File: config.mk
export PLATFORM = sky130hd
export DESIGN_NAME = bcd_scan_display
export DESIGN_NICKNAME = d
export VERILOG_FILES = /design/src/rtl/bcd_scan_display.sv
export SDC_FILE = /design/constraint.sdc
export NUM_CORES = 1
export LEC_CHECK = 0
export ABC_AREA = 1
export CAP_MARGIN = 20
export CORE_ASPECT_RATIO = 0.8
export CORE_MARGIN = 10
export CORE_UTILIZATION = 50
export CTS_CLUSTER_SIZE = 20
export DETAILED_ROUTE_END_ITERATION = 16
export DONT_BUFFER_PORTS = 1
export GPL_TIMING_DRIVEN = 0
export PLACE_DENSITY = 0.63
export REMOVE_ABC_BUFFERS = 1
export SETUP_SLACK_MARGIN = 0.05
export SYNTH_ARGS = -nofsm -noshare
export SYNTH_HDL_FRONTEND = slang
export SYNTH_SLANG_ARGS = --single-unit
File: constraint.sdc
create_clock -name clk -period 6.35 [get_ports clk]
set_clock_uncertainty 0.15 [all_clocks]
set_input_delay 0.9525 -clock clk [delete_from_list [all_inputs] [get_ports clk]]
set_output_delay 0.9525 -clock clk [all_outputs]
set_load 0.01 [all_outputs]
File: src/rtl/bcd_scan_display.sv
// Time-multiplexed multi-digit BCD to seven-segment scanner with leading-zero
// blanking and selectable output polarity; all outputs registered.
module bcd_scan_display #(
  parameter int unsigned NUM_DIGITS  = 4,
  parameter int unsigned REFRESH_DIV = 100000,
  parameter bit          ACTIVE_LOW  = 1'b1
) (
  input  logic                    clk,
  input  logic                    rst,
  input  logic [4*NUM_DIGITS-1:0] bcd_in,
  input  logic [NUM_DIGITS-1:0]   dp_in,
  input  logic                    load,
  input  logic                    blank_lz,
  output logic [6:0]              seg,
  output logic                    dp,
  output logic [NUM_DIGITS-1:0]   an,
  output logic                    frame
);

  localparam int unsigned NIB_W = 4;
  localparam int unsigned SEG_W = 7;
  localparam int unsigned BCD_W = NIB_W * NUM_DIGITS;
  localparam int unsigned IDX_W = (NUM_DIGITS > 1) ? $clog2(NUM_DIGITS) : 1;
  localparam int unsigned CNT_W = $clog2(REFRESH_DIV);

  localparam logic [CNT_W-1:0]      CNT_LAST = CNT_W'(REFRESH_DIV - 1);
  localparam logic [IDX_W-1:0]      IDX_LAST = IDX_W'(NUM_DIGITS - 1);
  localparam logic [SEG_W-1:0]      SEG_POL  = {SEG_W{ACTIVE_LOW}};
  localparam logic [NUM_DIGITS-1:0] AN_POL   = {NUM_DIGITS{ACTIVE_LOW}};

  logic [CNT_W-1:0]      r_cnt;
  logic [IDX_W-1:0]      r_idx;
  logic [BCD_W-1:0]      r_val;
  logic [NUM_DIGITS-1:0] r_dpq;
  logic                  r_frame_pend;
  logic [SEG_W-1:0]      r_seg;
  logic                  r_dp;
  logic [NUM_DIGITS-1:0] r_an;
  logic                  r_frame;

  logic                  w_cnt_last;
  logic                  w_idx_last;
  logic [NIB_W-1:0]      w_nib;
  logic                  w_dp_sel;
  logic                  w_blank;
  logic [SEG_W-1:0]      w_pat;
  logic [NUM_DIGITS-1:0] w_an_hot;

  assign w_cnt_last = (r_cnt == CNT_LAST);
  assign w_idx_last = (r_idx == IDX_LAST);
  assign w_an_hot   = NUM_DIGITS'(1) << r_idx;

  // Refresh counter and digit index, free-running from reset
  always_ff @(posedge clk or posedge rst) begin
    if (rst) begin
      r_cnt        <= '0;
      r_idx        <= '0;
      r_frame_pend <= 1'b0;
    end else begin
      r_frame_pend <= w_cnt_last && w_idx_last;
      if (w_cnt_last) begin
        r_cnt <= '0;
        r_idx <= w_idx_last ? '0 : r_idx + IDX_W'(1);
      end else begin
        r_cnt <= r_cnt + CNT_W'(1);
      end
    end
  end

  always_ff @(posedge clk or posedge rst) begin
    if (rst) begin
      r_val <= '0;
      r_dpq <= '0;
    end else if (load) begin
      r_val <= bcd_in;
      r_dpq <= dp_in;
    end
  end

  // Digit select; a digit is blank when it and every more significant nibble are zero
  always_comb begin
    w_nib    = '0;
    w_dp_sel = 1'b0;
    w_blank  = 1'b0;
    for (int unsigned i = 0; i < NUM_DIGITS; i++) begin
      if (r_idx == IDX_W'(i)) begin
        w_nib    = r_val[NIB_W*i +: NIB_W];
        w_dp_sel = r_dpq[i];
        w_blank  = (i > 0) && blank_lz && ((r_val >> (NIB_W*i)) == '0);
      end
    end
  end

  always_comb begin
    w_pat = 7'b1000000;
    unique case (w_nib)
      4'd0:    w_pat = 7'b0111111;
      4'd1:    w_pat = 7'b0000110;
      4'd2:    w_pat = 7'b1011011;
      4'd3:    w_pat = 7'b1001111;
      4'd4:    w_pat = 7'b1100110;
      4'd5:    w_pat = 7'b1101101;
      4'd6:    w_pat = 7'b1111101;
      4'd7:    w_pat = 7'b0000111;
      4'd8:    w_pat = 7'b1111111;
      4'd9:    w_pat = 7'b1101111;
      default: w_pat = 7'b1000000;
    endcase
  end

  // Output register with polarity applied; reset value is the inactive level
  always_ff @(posedge clk or posedge rst) begin
    if (rst) begin
      r_seg   <= SEG_POL;
      r_dp    <= ACTIVE_LOW;
      r_an    <= AN_POL;
      r_frame <= 1'b0;
    end else begin
      r_seg   <= (w_blank ? '0 : w_pat) ^ SEG_POL;
      r_dp    <= w_dp_sel ^ ACTIVE_LOW;
      r_an    <= w_an_hot ^ AN_POL;
      r_frame <= r_frame_pend;
    end
  end

  assign seg   = r_seg;
  assign dp    = r_dp;
  assign an    = r_an;
  assign frame = r_frame;

endmodule

-- After elaboration in Yosys (flattened, before gate mapping)
Memories as Yosys holds them, arrays and structs flattened.
Index checks and enable logic that the tools add are counted.
- $add $sub $neg: 2
- equal/unequal tests: 4
- shift-type cells: 1
- multiplexer cells: 14
- bitwise operators: 3
- reductions and logical operators: 8
- operators with widths (kind ; count):
    $logic_not 16->1 ; 3
    $add 17x1->17 const B ; 1
    $eq 17x17->1 const B ; 1
    $mux 17 ; 1
    $mux 4 ; 4
    $mux 1 ; 7
    $mux 7 ; 1
    $not 7->7 ; 1
    $eq 2x2->1 const B ; 2
    $logic_and 1x1->1 ; 4
    $not 4->4 ; 1
    $shl 1x2->4 const A ; 1
    $add 2x1->2 const B ; 1
    $eq 2x1->1 const B ; 1
    $logic_not 2->1 ; 1
    $mux 2 ; 1
    $not 1->1 ; 1
- bits in registers: 53
- ROM bits: 112
- input bits: 24
- word-level logic and storage cells: 42
- memories kept: 1
- memory list (memory ; depth ; width ; read ports ; clocked after memory_dff ; wr ports ; RTL line ; RTL):
    (no name shown) ; 16 ; 7 ; 1 ; 0 ; 0 ; 96 ; unique case (w_nib)

-- Longest topological paths before layout
An unclocked memory read counts as a cell.
- depth after elaboration: 8
- mapped depth: 13

-- Least setup slack after synthesis
Ideal clock, no wire load.
- kind: reg-to-reg
- start point: register r_idx[0]
- end point: register r_seg[3], in the netlist seg[3]
- library setup time: 0.086 ns
- data arrival time: 1.800 ns
- data required time: 6.114 ns
- slack: 4.314 ns
- stages on the path, launching flop included: 13
- buffers on the path: 1
- clock period less this slack: 2.036 ns
- cell sequence: dfrtp_1 -> inv_1 -> ha_1 -> buf_2 -> a21oi_1 -> nand2_1 -> a21boi_2 -> inv_1 -> ha_1 -> inv_1 -> nand3_1 -> nand3_1 -> nand3_1
- cells in the longest elaborated chain, start to end: 8
- elaborated cells on any way between the ends: 14
- classes of those cells: eq/ne (3); mux (8); bitwise (1); reduce/logical (1); memory (1)
- RTL lines (element ; RTL line ; RTL):
    start, declared ; 32 ; logic [IDX_W-1:0] r_idx;
    start signal, assigned ; 63 ; r_idx <= w_idx_last ? '0 : r_idx + IDX_W'(1);
    $logic_not 2->1 ; 86 ; if (r_idx == IDX_W'(i)) begin
    $mux 4 (4 in series) ; 86 ;
    $mem_v2 16x7 ; -- ;
    $mux 7 (*) ; 119 ; r_seg <= (w_blank ? '0 : w_pat) ^ SEG_POL;
    $not 7->7 (no line) (*) ; -- ;
    end signal, assigned ; 119 ;
    end, declared ; 36 ; logic [SEG_W-1:0] r_seg;
Mark *: on every way between the ends. The rest lies on a longest branch, timed or not.
A chain may end at the register's enable or synchronous reset.

-- Final worst setup path
Same ends and word-level chain as after synthesis.

==> impl_table.tex <==
\begin{tabular}{lr}
\hline
Metric & Value \\
\hline
\multicolumn{2}{l}{\textbf{Floorplan}} \\
Initial standard-cell utilization of the core & 0.521 \\
Die footprint & roughly 8600 um2 \\
Number of standard-cell rows in the floorplan & 23 \\
Boundary Pins & 37 \\
Horizontal extent of the die & 101 um \\
Vertical die dimension & 85.0 um \\
Area of the placeable core & between 5000 and 6000 um2 \\
\multicolumn{2}{l}{\textbf{Critical path}} \\
Critical-path top delay cell & dfrtp\_1 \\
Crit start category & flip-flop \\
Data arrival, critical path & around 2400 ps \\
Largest stage delay, worst path & between 400 and 500 ps \\
Number of cell instances on the worst register-to-register path & 11 \\
Flop2flop setup slack & 4060 ps \\
Critical path, cell by cell & inv\_1 -> ha\_1 -> a21oi\_1 -> nand2\_1 -> a21boi\_2 -> inv\_1 -> ha\_1 -> inv\_1 -> nand3\_1 -> nand3\_1 -> nand3\_1 \\
Crit end category & flip-flop \\
Critical path data required time & 6440 ps \\
End of the worst register-to-register path & seg[3]\$\_DFF\_PP1\_ \\
Critical path start-end classification & flip-flop to flip-flop \\
Crit Reg-Reg Startpoint & r\_idx[0]\$\_DFFE\_PP0N\_ \\
Max Fanout on Critical Path & 8 \\
\multicolumn{2}{l}{\textbf{Finish}} \\
Final Net Count & 332 \\
Most frequent cells in the layout & nand2\_1 (52), inv\_1 (42), dfrtp\_1 (41) \\
Area used by sequential logic in the layout & about 1300 um2 \\
Layout Area Growth over Synthesis & 7.26\% \\
Fraction of final layout cells sized beyond drive strength 1 & 0.184 \\
Footprint of the multi-input gates & 1080 um2 \\
Most common library cell in the layout ignoring fill and taps & nand2\_1 \\
Filler Cells Inserted & 462 \\
Antenna Diode Count & 0 \\
\multicolumn{2}{l}{\textbf{CTS}} \\
Number of instances resized during post-cts repair & 0 \\
Clock Pin Slew Worst Setup and Hold Paths & 90 ps \\
Number of hold-repair buffers added at the cts stage & 0 \\
Number of post-CTS setup repair buffers & 0 \\
Number of buffers on the longest clock path & 2 \\
Clock tree root driver cell & clkbuf\_8 \\
Level count of the clock H-tree & 2 \\
CTS tree & yes \\
Number of buffers inserted during clock tree synthesis & 5 \\
Total number of clock tree sinks & 53 \\
Latest clock arrival within the worst-skew pair & 310 ps \\
\multicolumn{2}{l}{\textbf{Routing}} \\
Antenna viol nets, final & 0 \\
Via density per instance & 4.98 \\
Routed vias & approximately 1800 \\
Remaining DRCs & 0 \\
Starting DRT DRC Count & 73 \\
Detailed Route WL & between 5000 and 6000 um \\
First-pass iteration count of the detailed router & 4 \\
Average detailed-routed wire length per instance & 14.0 um \\
\multicolumn{2}{l}{\textbf{Power and ir drop}} \\
VDD IR-drop max & 0.166 mV \\
Total power density per cell area & 236 nW/um2 \\
Sum of internal, switching and leakage power & between 0.6 and 0.7 mW \\
Leakage power & 1.37 nW \\
\multicolumn{2}{l}{\textbf{Timing}} \\
Hold violation total from the final report & 0 \\
Transition time at the pin with the least slew margin & 437 ps \\
Unrepaired setup endpoints after global routing & false \\
Period utilization & 0.361 \\
Max\_slew headroom & 0.708 \\
\# setup viols final & 0 \\
Max-slew violation total from the final report & 0 \\
Clock period minus worst slack & 2290 ps \\
Setup TNS & 0 ps \\
Worst hold slack after final layout & 206 ps \\
Maximum achievable frequency & 436 MHz \\
\multicolumn{2}{l}{\textbf{Min path}} \\
WHS Endpoint & frame\$\_DFF\_PP0\_ \\
Type of the most critical hold path & flip-flop to flip-flop \\
Count of cells along the worst hold path & 0 \\
Hold wc startpoint & r\_frame\_pend\$\_DFF\_PP0\_ \\
\multicolumn{2}{l}{\textbf{Synthesis}} \\
Count of distinct cell types in the synthesized netlist & 31 \\
Area of the mapped netlist & 2640 um2 \\
Leading register cell type out of synthesis & dfrtp\_1 \\
Share of the synthesized area in the top cell type & 0.389 \\
Post-synthesis sequential element count & 53 \\
Sequential-to-total area share from yosys stat & 0.509 \\
Async set or reset register ratio after synthesis & 1.00 \\
Most area-consuming cells after synthesis & dfrtp\_1 (39\%), dfstp\_2 (12\%), nand2\_1 (7.4\%) \\
Number of synthesized flops with an enable pin & 0 \\
Largest area contributor in the synthesized netlist & dfrtp\_1 \\
Mean Syn Cell Area & 8.91 um2 \\
Number of warnings issued by yosys & 0 \\
Cells after synthesis & 296 \\
\multicolumn{2}{l}{\textbf{Global routing}} \\
Global router's overall resource usage & 0.123 \\
Vias in the first global route & 1763 \\
Met1 track demand over resource in global routing & 0.172 \\
Leftover overflow at the end of global routing & 0 \\
Largest net degree at the start of global routing & 42 \\
Antenna violations before repair & 0 \\
Global-route wire length before repair & 8600 um \\
Global-route track usage on met2 & 0.163 \\
Busiest grt layer & met1 \\
Met3 layer usage reported by global route & 0.0583 \\
\multicolumn{2}{l}{\textbf{Place}} \\
Half-perimeter wire length after detailed placement & 3810 um \\
\# port buffers & 0 \\
Global placer's final weighted congestion & 0.834 \\
\multicolumn{2}{l}{\textbf{Run}} \\
Total of max-cap violations & 0 \\
\multicolumn{2}{l}{\textbf{Run status}} \\
Result of the run & completed \\
\hline
\end{tabular}
per-layer routing:
layer  part of all wire  vias to the layer above
met4             0.0089                        0
met5                  0                        -
met3              0.088                        4
met2               0.40                       36
met1               0.51                      821
li1                   -                      937
cells in the mapped netlist (2+ instances only):
| library cell | count |
|---|---|
| nor2_2 | 6 |
| clkbuf_1 | 3 |
| inv_1 | 43 |
| ha_1 | 10 |
| nand3_1 | 29 |
| o21ai_1 | 3 |
| a21oi_1 | 10 |
| xor2_1 | 9 |
| nand2_1 | 52 |
| xnor2_1 | 2 |
| nor3_1 | 2 |
| nand2_2 | 7 |
| dfstp_2 | 12 |
| nor2_1 | 18 |
| dfrtp_1 | 41 |
| nand3_2 | 2 |
| buf_2 | 3 |
| nand4_1 | 4 |
| mux2_2 | 7 |
| inv_2 | 5 |
| o21ai_0 | 18 |
worst max-delay path, delay by kind of cell, from the launching register on:
kind / cells / cell delay (ps)
fa+ha+maj: 2 / 610
flops: 1 / 430
compound gates: 2 / 410
simple gates: 4 / 360
buf+inv: 3 / 260
cells by family after synthesis:
group | count (synthesis) | share of synthesized area
flip-flops | 53 | 0.509
AO/OA/AOI/OAI | 34 | 0.0688
adder cells (fa/ha/maj) | 10 | 0.0474
XOR/XNOR | 11 | 0.0365
AND/OR/NAND/NOR | 126 | 0.229
buffers and inverters | 55 | 0.0802
multiplexers | 7 | 0.0299
worst max-delay path by stage:
stage	startpoint	end	slack (ps)	depth (start not counted)
after floorplan	rst	frame$_DFF_PP0_	3980	1
after global placement	rst	r_val[7]$_DFFE_PP0P_	3380	1
after detailed placement	r_idx[0]$_DFFE_PP0N_	seg[3]$_DFF_PP1_	4070	11
after CTS	r_idx[0]$_DFFE_PP0N_	seg[3]$_DFF_PP1_	4060	11
after global routing	r_idx[1]$_DFFE_PP0N_	seg[3]$_DFF_PP1_	3770	12
final	r_idx[0]$_DFFE_PP0N_	seg[3]$_DFF_PP1_	4060	11
per-stage QoR:
step	utilization	cells	instance area [um2]	worst slack (ps)
after floorplan	-	290	2610	3980
after global placement	0.531	352	2690	3380
after detailed placement	0.535	353	2710	4070
after CTS	0.559	361	2830	4060
after global routing	0.559	361	2830	3770
final	0.559	361	2830	4060
where the power goes:
group	internal [mW]	switching, mW	total, mW
Clock	0.128	0.109	0.237
Sequential	0.363	0.0128	0.376
Combinational	0.0206	0.0333	0.0539
Total	0.512	0.155	0.668
flip-flops by register name (all words and copies together), names as in the netlist:
signal and flops:
an 4, dp 1, frame 1, r_cnt 17, r_dpq 4, r_frame_pend 1, r_idx 2, r_val 16
seg 7
cell type report:
cell class / count / area share
flip-flops and latches: 53 / 0.474
clock inverters: 2 / 0.0133
multi-input cells: 188 / 0.383
clock buffers: 6 / 0.0292
inverters: 49 / 0.0655
repair buffers: 1 / 0.00708
well taps: 62 / 0.0274
Power figures use the tool's default switching activity.
